<file path="src/rtl/mips_mdu_alu.sv">
// W-bit MIPS execute unit: single-cycle ALU with a registered result, plus an iterative
// unsigned multiply/divide unit with HI/LO registers and a start/busy/done handshake.
module mips_mdu_alu #(
    parameter int unsigned W  = 8,
    parameter int unsigned CW = $clog2(W) + 1
) (
    input  logic         clk,
    input  logic         reset_n,
    input  logic         start,
    input  logic [3:0]   op,
    input  logic [W-1:0] a,
    input  logic [W-1:0] b,
    output logic         busy,
    output logic         done,
    output logic [W-1:0] result,
    output logic         zero,
    output logic         overflow,
    output logic         div_by_zero,
    output logic [W-1:0] hi,
    output logic [W-1:0] lo
);

    localparam logic [1:0] StIdle = 2'd0;
    localparam logic [1:0] StMul  = 2'd1;
    localparam logic [1:0] StDiv  = 2'd2;
    localparam logic [1:0] StDone = 2'd3;

    localparam logic [3:0] OpAdd   = 4'b0000;
    localparam logic [3:0] OpSub   = 4'b0001;
    localparam logic [3:0] OpAnd   = 4'b0010;
    localparam logic [3:0] OpOr    = 4'b0011;
    localparam logic [3:0] OpNor   = 4'b0100;
    localparam logic [3:0] OpSlt   = 4'b0101;
    localparam logic [3:0] OpSltu  = 4'b0110;
    localparam logic [3:0] OpXor   = 4'b0111;
    localparam logic [3:0] OpMultu = 4'b1000;
    localparam logic [3:0] OpDivu  = 4'b1001;
    localparam logic [3:0] OpMfhi  = 4'b1010;
    localparam logic [3:0] OpMflo  = 4'b1011;

    logic [1:0]    state_q, state_d;
    logic [CW-1:0] cnt_q, cnt_d;
    logic [W-1:0]  work_hi_q, work_hi_d, work_lo_q, work_lo_d, opnd_q, opnd_d;
    logic [W-1:0]  result_q, result_d, hi_q, hi_d, lo_q, lo_d;
    logic          zero_q, zero_d, ovf_q, ovf_d, dbz_q, dbz_d;

    logic [W-1:0] sum, diff, alu_res;
    logic         alu_ovf;

    assign sum  = a + b;
    assign diff = a - b;

    always_comb begin
        alu_res = '0;
        alu_ovf = 1'b0;
        case (op)
            OpAdd: begin
                alu_res = sum;
                alu_ovf = (a[W-1] == b[W-1]) && (sum[W-1] != a[W-1]);
            end
            OpSub: begin
                alu_res = diff;
                alu_ovf = (a[W-1] != b[W-1]) && (diff[W-1] != a[W-1]);
            end
            OpAnd:  alu_res = a & b;
            OpOr:   alu_res = a | b;
            OpNor:  alu_res = ~(a | b);
            OpSlt:  alu_res = {{(W-1){1'b0}}, $signed(a) < $signed(b)};
            OpSltu: alu_res = {{(W-1){1'b0}}, a < b};
            OpXor:  alu_res = a ^ b;
            OpMfhi: alu_res = hi_q;
            OpMflo: alu_res = lo_q;
            default: alu_res = '0;
        endcase
    end

    // MUL: work_hi accumulates, work_lo holds the multiplier and shifts in product bits.
    // DIV: work_hi is the partial remainder, work_lo shifts dividend out and quotient in.
    logic [W:0]   mul_sum, div_shift, div_trial;
    logic [W-1:0] iter_hi, iter_lo;

    assign mul_sum   = {1'b0, work_hi_q} + (work_lo_q[0] ? {1'b0, opnd_q} : '0);
    assign div_shift = {work_hi_q, work_lo_q[W-1]};
    assign div_trial = div_shift - {1'b0, opnd_q};

    always_comb begin
        if (state_q == StMul) begin
            iter_hi = mul_sum[W:1];
            iter_lo = {mul_sum[0], work_lo_q[W-1:1]};
        end else if (!div_trial[W]) begin
            iter_hi = div_trial[W-1:0];
            iter_lo = {work_lo_q[W-2:0], 1'b1};
        end else begin
            iter_hi = div_shift[W-1:0];
            iter_lo = {work_lo_q[W-2:0], 1'b0};
        end
    end

    always_comb begin
        state_d   = state_q;
        cnt_d     = cnt_q;
        work_hi_d = work_hi_q;
        work_lo_d = work_lo_q;
        opnd_d    = opnd_q;
        result_d  = result_q;
        zero_d    = zero_q;
        ovf_d     = ovf_q;
        dbz_d     = dbz_q;
        hi_d      = hi_q;
        lo_d      = lo_q;
        if (state_q == StMul || state_q == StDiv) begin
            work_hi_d = iter_hi;
            work_lo_d = iter_lo;
            cnt_d     = cnt_q - CW'(1);
            if (cnt_q == CW'(1)) begin
                state_d  = StDone;
                hi_d     = iter_hi;
                lo_d     = iter_lo;
                result_d = iter_lo;
                zero_d   = (iter_lo == '0);
            end
        end else if (start) begin
            ovf_d = 1'b0;
            dbz_d = 1'b0;
            if (op == OpMultu) begin
                state_d   = StMul;
                cnt_d     = CW'(W);
                work_hi_d = '0;
                work_lo_d = b;
                opnd_d    = a;
            end else if (op == OpDivu && b == '0) begin
                state_d  = StDone;
                hi_d     = a;
                lo_d     = '1;
                result_d = '1;
                zero_d   = 1'b0;
                dbz_d    = 1'b1;
            end else if (op == OpDivu) begin
                state_d   = StDiv;
                cnt_d     = CW'(W);
                work_hi_d = '0;
                work_lo_d = a;
                opnd_d    = b;
            end else begin
                state_d  = StDone;
                result_d = alu_res;
                zero_d   = (alu_res == '0);
                ovf_d    = alu_ovf;
            end
        end else if (state_q == StDone) begin
            state_d = StIdle;
        end
    end

    always_ff @(posedge clk or negedge reset_n) begin
        if (!reset_n) begin
            state_q   <= StIdle;
            cnt_q     <= '0;
            work_hi_q <= '0;
            work_lo_q <= '0;
            opnd_q    <= '0;
            result_q  <= '0;
            zero_q    <= 1'b0;
            ovf_q     <= 1'b0;
            dbz_q     <= 1'b0;
            hi_q      <= '0;
            lo_q      <= '0;
        end else begin
            state_q   <= state_d;
            cnt_q     <= cnt_d;
            work_hi_q <= work_hi_d;
            work_lo_q <= work_lo_d;
            opnd_q    <= opnd_d;
            result_q  <= result_d;
            zero_q    <= zero_d;
            ovf_q     <= ovf_d;
            dbz_q     <= dbz_d;
            hi_q      <= hi_d;
            lo_q      <= lo_d;
        end
    end

    assign busy        = (state_q == StMul) || (state_q == StDiv);
    assign done        = (state_q == StDone);
    assign result      = result_q;
    assign zero        = zero_q;
    assign overflow    = ovf_q;
    assign div_by_zero = dbz_q;
    assign hi          = hi_q;
    assign lo          = lo_q;

endmodule

</file>
<file path="config.mk">
export PLATFORM = sky130hd
export DESIGN_NAME = mips_mdu_alu
export DESIGN_NICKNAME = d
export VERILOG_FILES = /design/src/rtl/mips_mdu_alu.sv
export SDC_FILE = /design/constraint.sdc
export NUM_CORES = 1
export LEC_CHECK = 0
export BUFFER_PORTS_ARGS = -buffer_cell sky130_fd_sc_hd__buf_4
export CAP_MARGIN = 20
export CORE_MARGIN = 8
export CORE_UTILIZATION = 45
export CTS_CLUSTER_DIAMETER = 100
export CTS_CLUSTER_SIZE = 30
export DETAILED_ROUTE_END_ITERATION = 10
export GPL_TIMING_DRIVEN = 0
export SYNTH_ARGS = -nofsm -noshare
export SYNTH_HDL_FRONTEND = slang
export SYNTH_SLANG_ARGS = --single-unit
export TNS_END_PERCENT = 50
</file>
<file path="constraint.sdc">
create_clock -name clk -period 6.7 [get_ports clk]
set_clock_uncertainty 0.05 [all_clocks]
set_input_delay 1.005 -clock clk [delete_from_list [all_inputs] [get_ports clk]]
set_output_delay 1.005 -clock clk [all_outputs]
set_load 0.005 [all_outputs]
</file>
==> results.md, run 1 <==
- The number of primary I/O pins is 52.
- The global-route wire length before repair is between 20000 and 30000 um.
- The share of async-settable or async-resettable flops after synthesis is 100%.
- Sequential cells account for about a fifth of the total power.
- The worst min-delay path endpoint is result[1].
- The worst reg-to-reg path cell count is 11.
- Summed over all nets, the half-perimeter wirelength after detailed placement is 14500 um.
- In this run, the combinational gates consume 62.7% of the power.
- After synthesis, flip-flops and latches occupy 27.8% of the total area.
- The flow ran to the end, and the final reports show no timing, DRC or antenna violations.
- The worst hold path belongs to the class reg2reg.
- After clock tree synthesis, the clock-pin slew on the worst setup and hold paths is 0.06 ns.
- The endpoint arrival time on the critical path is 3.52 ns.
- The final-stage net count is 759.
- The post-synthesis cell area is 5130 um^2.
- The headroom to the max-slew limit is 22.3%.
- The average instance area after synthesis is 8.19 um^2.
- The startpoint of the tightest hold check path is result[1].
- The first-iteration detailed-routing DRC count is 353.
- Fill cells in the final layout number 1066.
- The longest individual stage delay on the worst path is approximately 0.58 ns.
- The buffer and inverter count on the worst path is 3.
- The number of antenna repair diodes is 0.
- The area of the core is 11300 um^2.
- The number of standard-cell rows in the floorplan is 39.
- The proportion of total power due to net switching is between 40% and 50%.
- Traced cell by cell, the critical path runs through buf_4 > inv_1 > ha_1 > inv_1 > fa_1 > nand2b_1 > a21oi_1 > a221oi_1 > o221ai_1 > a21oi_1 > a211oi_1 > a21o_1.
- The H-tree generated during clock tree synthesis spans 3 levels.
- The total wirelength of the detailed-routed design is 18300 um.
- Entering global routing, the biggest net connects 58 pins.
- The leakage dissipation is 2.71 nW.
- Counting every instance in the synthesized netlist gives 626.
- The number of different library cells in the post-synthesis netlist is between 70 and 80.
- The nature of the critical path endpoint is a flip-flop.
- The number of CTS-inserted buffers is 9.
- The total internal power is 1.62 mW.
- The vertical die dimension is between 100 and 150 um.
- The worst setup path is launched from an input pin.
- The maximum operating frequency is between 0.2 and 0.3 GHz.
- For the worst setup path, the data required time is just under 7 ns.
- The reg-to-reg startpoint is work_lo_q[0].
- Across every metal layer, demand over resource in global routing totals between 20% and 30%.
- The max-slew violation count is 0.
- In the final routed layout, each cell accounts on average for between 20 and 25 um.
- The insertion delay to the later sink of the worst-skew pair is 0.34 ns.
- The number of setup violations in the final report is 0.
- Of all nets on the critical path, the largest fanout is 5.
- The largest vdd supply drop is around 330 uV.
- Along the worst hold path, the cell count comes to 1.
- The number of sinks handled by clock tree synthesis is 57.
- The reported net switching power is between 1.5 and 2 mW.
- The share of the clock period used by the worst path after layout is 49.9%.
- On the final layout, the worst hold slack is 0.424 ns.
- The total negative setup slack is 0 ns.
- The worst setup path category is in2reg.
- The number of antenna violations at the first check in global routing is 0.
- The total of cells resized after clock tree synthesis is 0.
- Detailed routing inserted a total of 5048 vias.
- Post-CTS timing repair inserted 0 buffers for setup.
- The setup slack on the worst flop-to-flop path is 3.72 ns.
- For this run, design rule violations remaining after detail routing come to 0.
- The post-layout instance area is about 6000 um^2.
- Input and output buffers added on the ports amount to 51.
- In the final layout, the multi-input gates occupy 3410 um^2.
- The number of warning messages in the yosys log is 0.
- The number of hold violations in the final report is 0.
- Setup repair after global routing left no endpoint under its margin.
- The fraction of final layout cells with drive strength greater than 1 is 15.9%.
- Summed over all layers, the global routing overflow is 0.
- In this run the deepest clock path goes through 2 buffers.
- The part of the power in the clock network is 15.9%.
- The synthesis-stage register bit count is 57.
- The cell sitting at the root of the clock tree is a clkbuf_16.
- The end of the worst register-to-register path is hi[5].
- In this run the remaining antenna-violating nets after routing total 0.
- The critical path's top delay family is compound AO/OA/AOI/OAI gates.
- The total iterations of the first detailed-routing run is 5.
- The congestion estimate from routability-driven global placement came to a little over 0.9.
- The floorplan die area is approximately 15000 um^2.
- The number of enable-type register cells in the synthesized netlist is 0.
- The synthesis-to-finish area growth is 17.3%.
- The number of global-route vias before repair is a little under 5000.
- Dividing the detail-routed via count by the number of cells gives slightly above 6.
- The main flop type after synthesis is dfrtp_1.
- In this run the cell area measured after placement is about 5700 um^2.
- The total of hold buffers inserted after clock tree synthesis is 0.
- The starting density of the core is 45.5%.
- The horizontal extent of the die is 123 um.
- For this design, the slowest cell found on the critical path is a221oi_1.
- At the pin with the least slew margin, the transition time is 1.16 ns.
- Counting I/O delays and the setup requirement, the final critical path takes 3.34 ns.
- Registers take roughly 1400 um^2.
- The number of maximum-capacitance constraint violations is 0.
- Synthesis produced a netlist with a net count of 697.
- Power spread over the standard cell area amounts to roughly 520 nW/um^2.
- TritonCTS built the clock tree.
==> cells in the mapped netlist (12+ instances only) <==
library cell	number	share of area, %
nor2b_1	17	2.1
buf_2	13	1.3
a211oi_1	16	2.3
mux2i_1	12	2.3
nand2_1	65	4.8
and2_1	13	1.6
inv_1	39	2.9
ha_1	44	11
a21oi_1	56	5.5
o21ai_0	37	3.6
nor3_1	14	1.4
dfrtp_1	57	28
nor2_1	62	4.5
==> sequential cells by signal, summed over array words and instances, names as in the netlist <==
| name | flops |
|---|---|
| result | 8 |
| state_q | 2 |
| opnd_q | 8 |
| lo | 8 |
| zero | 1 |
| overflow | 1 |
| div_by_zero | 1 |
| work_hi_q | 8 |
| cnt_q | 4 |
| hi | 8 |
| work_lo_q | 8 |
==> routing by layer <==
layer	GRT usage (%)	vias up	share of wire [%]
met1	30.9	2419	41
li1	-	2384	-
met3	4.37	40	6.6
met5	0	-	0
met4	10.3	0	3.3
met2	41.9	205	49
==> cells by family after synthesis <==
group	synth area share [%]
AO/OA/AOI/OAI	26.3
XOR/XNOR	3.76
adder cells (fa/ha/maj)	12.3
buffers and inverters	5.59
flip-flops	27.8
multiplexers	3.51
AND/OR/NAND/NOR	20.7
==> cell usage in the layout (no fill, tap or decap), types with 13 or more instances in the layout <==
| cell | netlist | layout |
|---|---|---|
| a211oi_1 | 16 | 16 |
| a21oi_1 | 56 | 56 |
| and2_1 | 13 | 13 |
| buf_2 | 13 | 13 |
| buf_4 | 3 | 54 |
| dfrtp_1 | 57 | 57 |
| ha_1 | 44 | 44 |
| inv_1 | 39 | 39 |
| nand2_1 | 65 | 65 |
| nor2_1 | 62 | 62 |
| nor2b_1 | 17 | 17 |
| nor3_1 | 14 | 14 |
| o21ai_0 | 37 | 37 |
==> how the worst max path moves through the flow <==
stage,from,endpoint,depth (start not counted)
after floorplan,a[0],result[6],9
after global placement,a[0],result[6],12
after detailed placement,b[1],result[7],10
after CTS,b[1],result[7],10
after global routing,a[0],result[6],12
final,a[0],result[6],12
==> power groups by stage <==
stage                     logic (mW)  registers (mW)  clock network, mW
final                           1.96           0.666              0.497
after global routing            2.14           0.683              0.519
after CTS                       1.94           0.662              0.505
after detailed placement        1.93           0.668                  0
after global placement          1.90           0.663                  0
after floorplan                 1.33           0.626                  0
==> through the flow <==
step	util (%)	power, mW	setup slack (ns)	instances
global route	53.4	3.34	3.20	836
global placement	50.5	2.57	2.98	820
floorplan	-	1.95	3.73	626
finish	53.4	3.12	3.36	836
detailed placement	50.5	2.60	3.03	820
CTS	53.4	3.11	3.38	836
==> cell type report <==
class / count / area share [%]
clock inverter: 3 / 0.770
tap: 143 / 2.97
clock buffer: 13 / 4.66
multi-input combinational: 500 / 56.8
sequential: 57 / 23.7
inverter: 40 / 2.50
buffer: 29 / 2.27
timing repair buffer: 51 / 6.36
==> worst register-to-register path, cell delays in order (launching register included) <==
cell and delay (ns):
dfrtp_1 0.37, clkbuf_1 0.23, and2_1 0.21, ha_1 0.22
fa_1 0.42, a21oi_1 0.16, nor2b_1 0.08, o31a_1 0.26
o21ai_0 0.32, nand2b_1 0.12, o211ai_1 0.32, o22a_1 0.19
(Power assumes the default switching activity.)
==> run 2: changes to the inputs <==
--- a/config.mk
+++ b/config.mk
@@ -5,6 +5,7 @@
 export SDC_FILE = /design/constraint.sdc
 export NUM_CORES = 1
 export LEC_CHECK = 0
+export ABC_AREA = 1
 export BUFFER_PORTS_ARGS = -buffer_cell sky130_fd_sc_hd__buf_4
 export CAP_MARGIN = 20
 export CORE_MARGIN = 8
@@ -13,6 +14,7 @@
 export CTS_CLUSTER_SIZE = 30
 export DETAILED_ROUTE_END_ITERATION = 10
 export GPL_TIMING_DRIVEN = 0
+export PLACE_DENSITY = 0.66
 export SYNTH_ARGS = -nofsm -noshare
 export SYNTH_HDL_FRONTEND = slang
 export SYNTH_SLANG_ARGS = --single-unit
==> constraint.sdc (replaced) <==
create_clock -name clk -period 2.9 [get_ports clk]
set_clock_uncertainty 0.05 [all_clocks]
set_input_delay 0.435 -clock clk [delete_from_list [all_inputs] [get_ports clk]]
set_output_delay 0.435 -clock clk [all_outputs]
set_load 0.005 [all_outputs]
==> run 2 against run 1 <==
  * Worst hold slack got worse by 0.32 ns
  * Sequential cell count is the same
  * Largest power group unchanged
  * Cell count grew 16%
==> results.md, run 2 <==
- The vertical die dimension is 124 um (was 123 um).
- The worst endpoint required time is 3.12 ns (was 6.88 ns).
- The TritonCTS clock tree is built (unchanged).
- The post-layout minimum cycle time is about 2.7 ns.
- The via count is 5398 (was 5048).
- Result of the run: finished, final reports clean (unchanged).
- The number of antenna repair diodes is 0 (unchanged).
- The number of CTS-inserted buffers came to 9 (unchanged).
- The number of maximum-capacitance constraint violations is 0 (unchanged).
- The part of the power in the clock network was 14.8% (was 15.9%).
- The number of standard-cell rows in the floorplan is 39 (unchanged).
- The hold slack is 0.108 ns (was 0.424 ns).
- The final-stage net count is 894 (was 759).
- The largest vdd supply drop is 756 uV (was 328 uV).
- The proportion of total power due to net switching is 50.1% (was 48.1%).
- The horizontal extent of the die is 124 um (was 123 um).
- The total of hold buffers inserted after clock tree synthesis is 0 (unchanged).
- The synthesized netlist net count is 832 (was 697).
- The half-perimeter wire length after placement is 14100 um (was 14500 um).
- The pin count of the biggest net entering global routing was 58 (unchanged).
- The worst setup slack before clock tree synthesis was 0.245 ns (was 3.03 ns).
- RSZ-0062 raised after global routing: false (unchanged).
- The fraction of final layout cells with drive strength greater than 1 was 13.9% (was 15.9%).
- The transition time at the pin with the least slew margin is 0.738 ns (was 1.16 ns).
- The top fanout value on the critical path came to 10 (was 5).
- The share of async-settable or async-resettable flops after synthesis is 100% (unchanged).
- The number of antenna-violating nets in the routed design is 0 (unchanged).
- The max-slew violation count was 0 (unchanged).
- The number of sinks handled by clock tree synthesis is 57 (unchanged).
- The first-iteration detailed-routing DRC count is 457 (was 353).
- The overall power of the completed layout was 7.46 mW (was 3.12 mW).
- The floorplan die area is 15300 um^2 (was 15100 um^2).
- The final critical path takes up around 93% of the cycle.
- The number of primary I/O pins is 52 (unchanged).
- The number of global-route vias before repair is 5203 (was 4947).
- The number of hold violations in the final report came to 0 (unchanged).
- The power density over the cells is 1230 nW/um^2 (was 518 nW/um^2).
- The number of antenna violations at the first check in global routing is 0 (unchanged).
- The number of warning messages in the yosys log is 0 (unchanged).
- The leakage dissipation was 3.19 nW (was 2.71 nW).
- The global-route usage over all layers is 23.8% (was 24.9%).
- The total negative setup slack is 0 ns (unchanged).
- The number of different library cells in the post-synthesis netlist came to 52 (was 77).
- The post-synthesis cell area is 5210 um^2 (was 5130 um^2).
- The total internal power is 3.72 mW (was 1.62 mW).
- The number of H-tree levels was 3 (unchanged).
- The wire length per cell after detailed routing is 18.1 um (was 21.9 um).
- Largest cells by area after synthesis: dfrtp_1 27%, nand2_1 14%, ha_1 11% (was dfrtp_1 28%, ha_1 11%, a21oi_1 5.5%).
- The cell type with the largest total area after synthesis is dfrtp_1 (unchanged).
- The CTS clock-pin slew for the worst setup and hold paths came to 0.05 ns (was 0.06 ns).
- The starting density of the core is 45.8% (was 45.5%).
- The total iterations of the first detailed-routing run is 5 (unchanged).
- The sequential element share of the synthesized area came to 27.4% (was 27.8%).
- The area of the core is 11400 um^2 (was 11300 um^2).
- The buffer levels on the longest clock path is 2 (unchanged).
- The most frequent standard cell in the layout excluding fill and tap cells is nand2_1 (unchanged).
- The average instance area after synthesis is 6.84 um^2 (was 8.19 um^2).
- The total wirelength of the detailed-routed design is 17600 um (was 18300 um).
- The total of cells resized after clock tree synthesis is 0 (unchanged).
- The post-CTS setup-driven buffer insertion count was 0 (unchanged).
- The final RePlAce weighted congestion came to 0.933 (was 0.913).
- The synthesis-to-finish area growth is 16.7% (was 17.3%).
- The maximum operating frequency is 0.371 GHz.
- The total global routing overflow was 0 (unchanged).
- The number of standard cells in the layout, taps in and fillers out is 971 (was 836).
- The clock tree root driver cell is clkbuf_16 (unchanged).
- The post-synthesis instance total came to 761 (was 626).
- The most instantiated library cell after synthesis is nand2_1 (unchanged).
- The share of total power in sequential cells is 21.1% (was 21.3%).
- The worst hold-check path type is in2async (was reg2reg).
- The number of buffers inserted by port buffering is 51 (unchanged).
- The number of setup violations in the final report was 0 (unchanged).
- The part of the total power dissipated in combinational logic is 64.2% (was 62.7%).
- The main flop type after synthesis is dfrtp_1 (unchanged).
- The worst setup path category is reg2reg (was in2reg).
- The insertion delay to the later sink of the worst-skew pair was 0.34 ns (about the same).
- The DRC violation count after routing is 0 (unchanged).
- The synthesis-stage register bit count is 57 (unchanged).
- The headroom to the max-slew limit is 50.8% (was 22.3%).
- The endpoint arrival time on the critical path is 2.92 ns (was 3.52 ns).
- The number of placed instances with taps included came to 955 (was 820).
- The number of vias per cell after detailed routing was 5.56 (was 6.04).
- The nature of the critical path endpoint is a flip-flop (unchanged).
- The startpoint type of the worst setup path is a flip-flop (was input pin).
- The global-route wire length before repair came to 27500 um (was 28400 um).
- The number of enable-type register cells in the synthesized netlist is 0 (unchanged).
- Most used cells in the layout excluding fill and tap cells: 196 x nand2_1, 97 x inv_1, 74 x nor2_1, 59 x nand3_1, 57 x dfrtp_1 (was 65 x nand2_1, 62 x nor2_1, 57 x dfrtp_1, 56 x a21oi_1, 54 x buf_4).
- The area share of the largest cell type after synthesis was 27.4% (was 27.8%).
- Synth top cells by count: 196 x nand2_1, 97 x inv_1, 74 x nor2_1 (was 65 x nand2_1, 62 x nor2_1, 57 x dfrtp_1).
- The reported net switching power is 3.74 mW (was 1.50 mW).
- The setup slack of the critical path after layout is 0.203 ns (was 3.36 ns).
run 2: changes by cell type after synthesis, moves of 16 or more:
cell,previous run,this run
nand2_1,65,196
inv_1,39,97
nand3_1,7,59
nor2b_1,17,0
a211oi_1,16,0
run 2: cell families after synthesis:
| group | count (synthesis) | share of synthesized area [%] |
|---|---|---|
| compound gates | 148 | 17.1 |
| xor+xnor | 11 | 1.85 |
| fa+ha+maj | 48 | 12.1 |
| buf+inv | 124 | 10.2 |
| flops | 57 | 27.4 |
| mux | 2 | 0.409 |
| simple gates | 371 | 30.9 |
run 2: power by group through the flow:
stage	clock (mW)	combinational [mW]	sequential (mW)
2_1_floorplan	0	3.32	1.47
3_3_place_gp	0	4.63	1.56
3_5_place_dp	0	4.74	1.57
4_1_cts	1.12	4.76	1.56
5_1_grt	1.15	5.34	1.61
6_report	1.10	4.79	1.57
run 2: metrics by stage:
step                cell area, um^2  utilization (%)
finish                         6080             53.4
global placement               5770             50.7
global route                   6080             53.4
CTS                            6080             53.4
detailed placement             5770             50.7
floorplan                      5210                -
run 2: layer usage:
metal	up-vias	routed length [um]	global-route usage [%]	part of all wire, %
li1	2619	-	-	-
met1	2543	8230	32.3	47
met2	203	7690	36.4	44
met3	33	1280	6.12	7.3
met4	0	387	7.15	2.2
met5	-	0	0	0
run 2: cell type report:
type | count | area (um^2)
Buffer | 21 | 129
Clock buffer | 12 | 256
Clock inverter | 4 | 51.3
Fill cell | 1146 | 5290
Inverter | 103 | 404
Multi-Input combinational cell | 580 | 3250
Sequential cell | 57 | 1430
Tap cell | 143 | 179
Timing Repair Buffer | 51 | 383
run 2: final timing paths:
path	start	end	slack [ns]	cells past startpoint
max in group asynchronous	reset_n	work_hi_q[0]	2.21	1
max	work_lo_q[7]	hi[6]	0.20	14
max reg2reg	work_lo_q[7]	hi[6]	0.20	14
min reg2reg	result[1]	result[1]	0.44	2
min in group clk	b[0]	opnd_q[0]	0.34	3
min	reset_n	cnt_q[1]	0.11	1
run 2: worst max-delay path, stage by stage, from the launching register on:
cell and delay (ns):
dfrtp_1 0.40, inv_1 0.13, ha_1 0.16, inv_1 0.07
fa_1 0.41, nand3_1 0.09, nand2_1 0.09, nand2_1 0.10
nand3_1 0.26, nand2_2 0.16, buf_4 0.18, nand3_1 0.09
o211ai_1 0.10, nand3_1 0.18, a21oi_1 0.17
==> run 3: changes to the inputs <==
--- a/config.mk
+++ b/config.mk
@@ -10,6 +10,7 @@
 export CAP_MARGIN = 20
 export CORE_MARGIN = 8
 export CORE_UTILIZATION = 45
+export CTS_BUF_LIST = sky130_fd_sc_hd__clkbuf_8
 export CTS_CLUSTER_DIAMETER = 100
 export CTS_CLUSTER_SIZE = 30
 export DETAILED_ROUTE_END_ITERATION = 10
==> run 3 against run 2 <==
  * Via count is 0.56% lower
  * Die area stayed put
  * First-iteration DRC count is 2.2% higher
  * Cell count stayed put
  * Critical path depth stayed put
  * Fmax is 0.42% lower
  * Total power is 4.5% lower
  * Sequential cell count stayed put
  * Clock-buffer cell count is 1 lower
  * Non-clock buffer count stayed put
==> results.md, run 3 (synthesis results as in run 2) <==
- Result of the run: finished, final reports clean (unchanged).
- The area of the core came to 11400 um^2 (unchanged).
- The number of hold violations in the final report is 0 (unchanged).
- The number of sinks handled by clock tree synthesis is 57 (unchanged).
- The nature of the critical path endpoint is a flip-flop (unchanged).
- The largest vdd supply drop is 846 uV (was 756 uV).
- The leakage dissipation was 3.15 nW (was 3.19 nW).
- The transition time at the pin with the least slew margin came to 0.737 ns (was 0.738 ns).
- The total wirelength of the detailed-routed design came to 17400 um (was 17600 um).
- Most used cells in the layout excluding fill and tap cells: 196 x nand2_1, 98 x inv_1, 74 x nor2_1, 59 x nand3_1, 57 x dfrtp_1 (was 196 x nand2_1, 97 x inv_1, 74 x nor2_1, 59 x nand3_1, 57 x dfrtp_1).
- The headroom to the max-slew limit was 50.9% (was 50.8%).
- The post-layout instance area came to 5970 um^2 (was 6080 um^2).
- The global-route usage over all layers is 23.6% (was 23.8%).
- The clock tree root driver cell is clkbuf_8 (was clkbuf_16).
- The number of antenna violations at the first check in global routing is 0 (unchanged).
- The flip-flop and latch area was 1430 um^2 (unchanged).
- The wire length per cell after detailed routing is 18.0 um (was 18.1 um).
- The DRC violation count after routing is 0 (unchanged).
- The half-perimeter wire length after placement came to 14100 um (unchanged).
- The number of buffers inserted by port buffering is 51 (unchanged).
- The via count is 5368 (was 5398).
- The worst setup path category is reg2reg (unchanged).
- The floorplan die area was 15300 um^2 (unchanged).
- The startpoint type of the worst setup path is a flip-flop (unchanged).
- The pin count of the biggest net entering global routing is 58 (unchanged).
- The final RePlAce weighted congestion is 0.933 (unchanged).
- The worst endpoint required time was 3.14 ns (was 3.12 ns).
- The global-route wire length before repair is 27400 um (was 27500 um).
- The number of global-route vias before repair is 5172 (was 5203).
- RSZ-0062 raised after global routing: false (unchanged).
- The share of the clock period used by the worst path after layout is 93.4% (was 93.0%).
- The number of antenna-violating nets in the routed design is 0 (unchanged).
- The number of setup violations in the final report came to 0 (unchanged).
- The number of standard-cell rows in the floorplan is 39 (unchanged).
- The total iterations of the first detailed-routing run is 5 (unchanged).
- The count of filler cells inserted in the layout is 1160 (was 1146).
- The total of hold buffers inserted after clock tree synthesis is 0 (unchanged).
- The maximum operating frequency is 0.369 GHz (was 0.371 GHz).
- The number of H-tree levels was 3 (unchanged).
- The max-slew violation count is 0 (unchanged).
- The endpoint arrival time on the critical path is 2.95 ns (was 2.92 ns).
- The number of vias per cell after detailed routing was 5.53 (was 5.56).
- The final-stage net count came to 894 (unchanged).
- The number of primary I/O pins was 52 (unchanged).
- The CTS clock-pin slew for the worst setup and hold paths came to 0.07 ns (was 0.05 ns).
- The cell area after placement came to 5770 um^2 (unchanged).
- The power density over the cells is 1190 nW/um^2 (was 1230 nW/um^2).
- The worst hold-check path type is in2async (unchanged).
- The top fanout value on the critical path is 10 (unchanged).
- The first-iteration detailed-routing DRC count is 467 (was 457).
- The starting density of the core was 45.8% (unchanged).
- The number of antenna repair diodes came to 0 (unchanged).
- The synthesis-to-finish area growth is 14.8% (was 16.7%).
- The most frequent standard cell in the layout excluding fill and tap cells is nand2_1 (unchanged).
- The number of CTS-inserted buffers is 9 (unchanged).
- The total global routing overflow is 0 (unchanged).
- The post-layout minimum cycle time is 2.71 ns (was 2.70 ns).
- The total negative setup slack is 0 ns (unchanged).
- The insertion delay to the later sink of the worst-skew pair is 0.36 ns (was 0.34 ns).
- The fraction of final layout cells with drive strength greater than 1 was 13.9% (unchanged).
- The vertical die dimension is 124 um (unchanged).
- The post-CTS setup-driven buffer insertion count is 0 (unchanged).
- The TritonCTS clock tree is built (unchanged).
- The buffer levels on the longest clock path was 2 (unchanged).
- The number of maximum-capacitance constraint violations came to 0 (unchanged).
- The horizontal extent of the die is 124 um (unchanged).
- The area of the multi-input gates is 3250 um^2 (unchanged).
- The total of cells resized after clock tree synthesis is 0 (unchanged).
==> run 3: cell types whose count changed in the layout (fill, tap and decap cells not counted), sizes merged <==
cell    delta
inv        +1
clkbuf     -1
==> run 3: metrics by stage <==
stage	hold slack (ns)	setup slack [ns]	std cells	total power, mW	util [%]
finish	0.0789	0.192	971	7.13	52.5
global route	0.143	0.0200	971	7.79	52.5
CTS	0.0987	0.235	971	7.13	52.5
detailed placement	0.427	0.245	955	6.30	50.7
global placement	0.422	0.298	955	6.19	50.7
floorplan	0.0894	0.740	761	4.80	-
==> run 3: metal layers <==
metal  GRT usage [%]  wire length, um  vias to the layer above
met3            5.25             1350                       27
li1                -                -                     2620
met2            36.2             7650                      208
met1            32.3             8100                     2513
met4            7.22              323                        0
met5               0                0                        -
==> run 3: report_power, final <==
group / internal [mW] / switching [mW] / leakage, nW
clock: 0.440 / 0.350 / 0.107
sequential: 1.22 / 0.348 / 0.687
combinational: 1.79 / 2.98 / 2.36
==> run 3: cell type report <==
type / count / share of cell area [%]
tap: 143 / 2.99
buffer: 21 / 2.16
multi-input combinational: 580 / 54.3
inverter: 103 / 6.76
clock buffer: 11 / 2.53
sequential: 57 / 23.9
timing repair buffer: 51 / 6.41
clock inverter: 5 / 0.921
==> run 3: worst max-delay path, stage by stage, from the launching register on <==
cell	delay, ns
dfrtp_1	0.40
inv_1	0.12
ha_1	0.15
inv_1	0.07
fa_1	0.40
nand3_1	0.09
nand2_1	0.09
nand2_1	0.10
nand3_1	0.26
nand2_2	0.16
buf_4	0.18
nand3_1	0.09
o211ai_1	0.09
nand3_1	0.19
a21oi_1	0.18
==> run 3: final timing paths <==
check                             startpoint           end  slack (ns)  cells after the start
worst max register to register  work_lo_q[7]         hi[6]        0.19                     14
worst min register to register     result[3]     result[3]        0.44                      2
worst max-delay path            work_lo_q[7]         hi[6]        0.19                     14
min in group clk                        b[0]     opnd_q[0]        0.32                      3
max in group asynchronous            reset_n  work_hi_q[0]        2.23                      1
worst min-delay path                 reset_n  work_lo_q[3]        0.08                      1
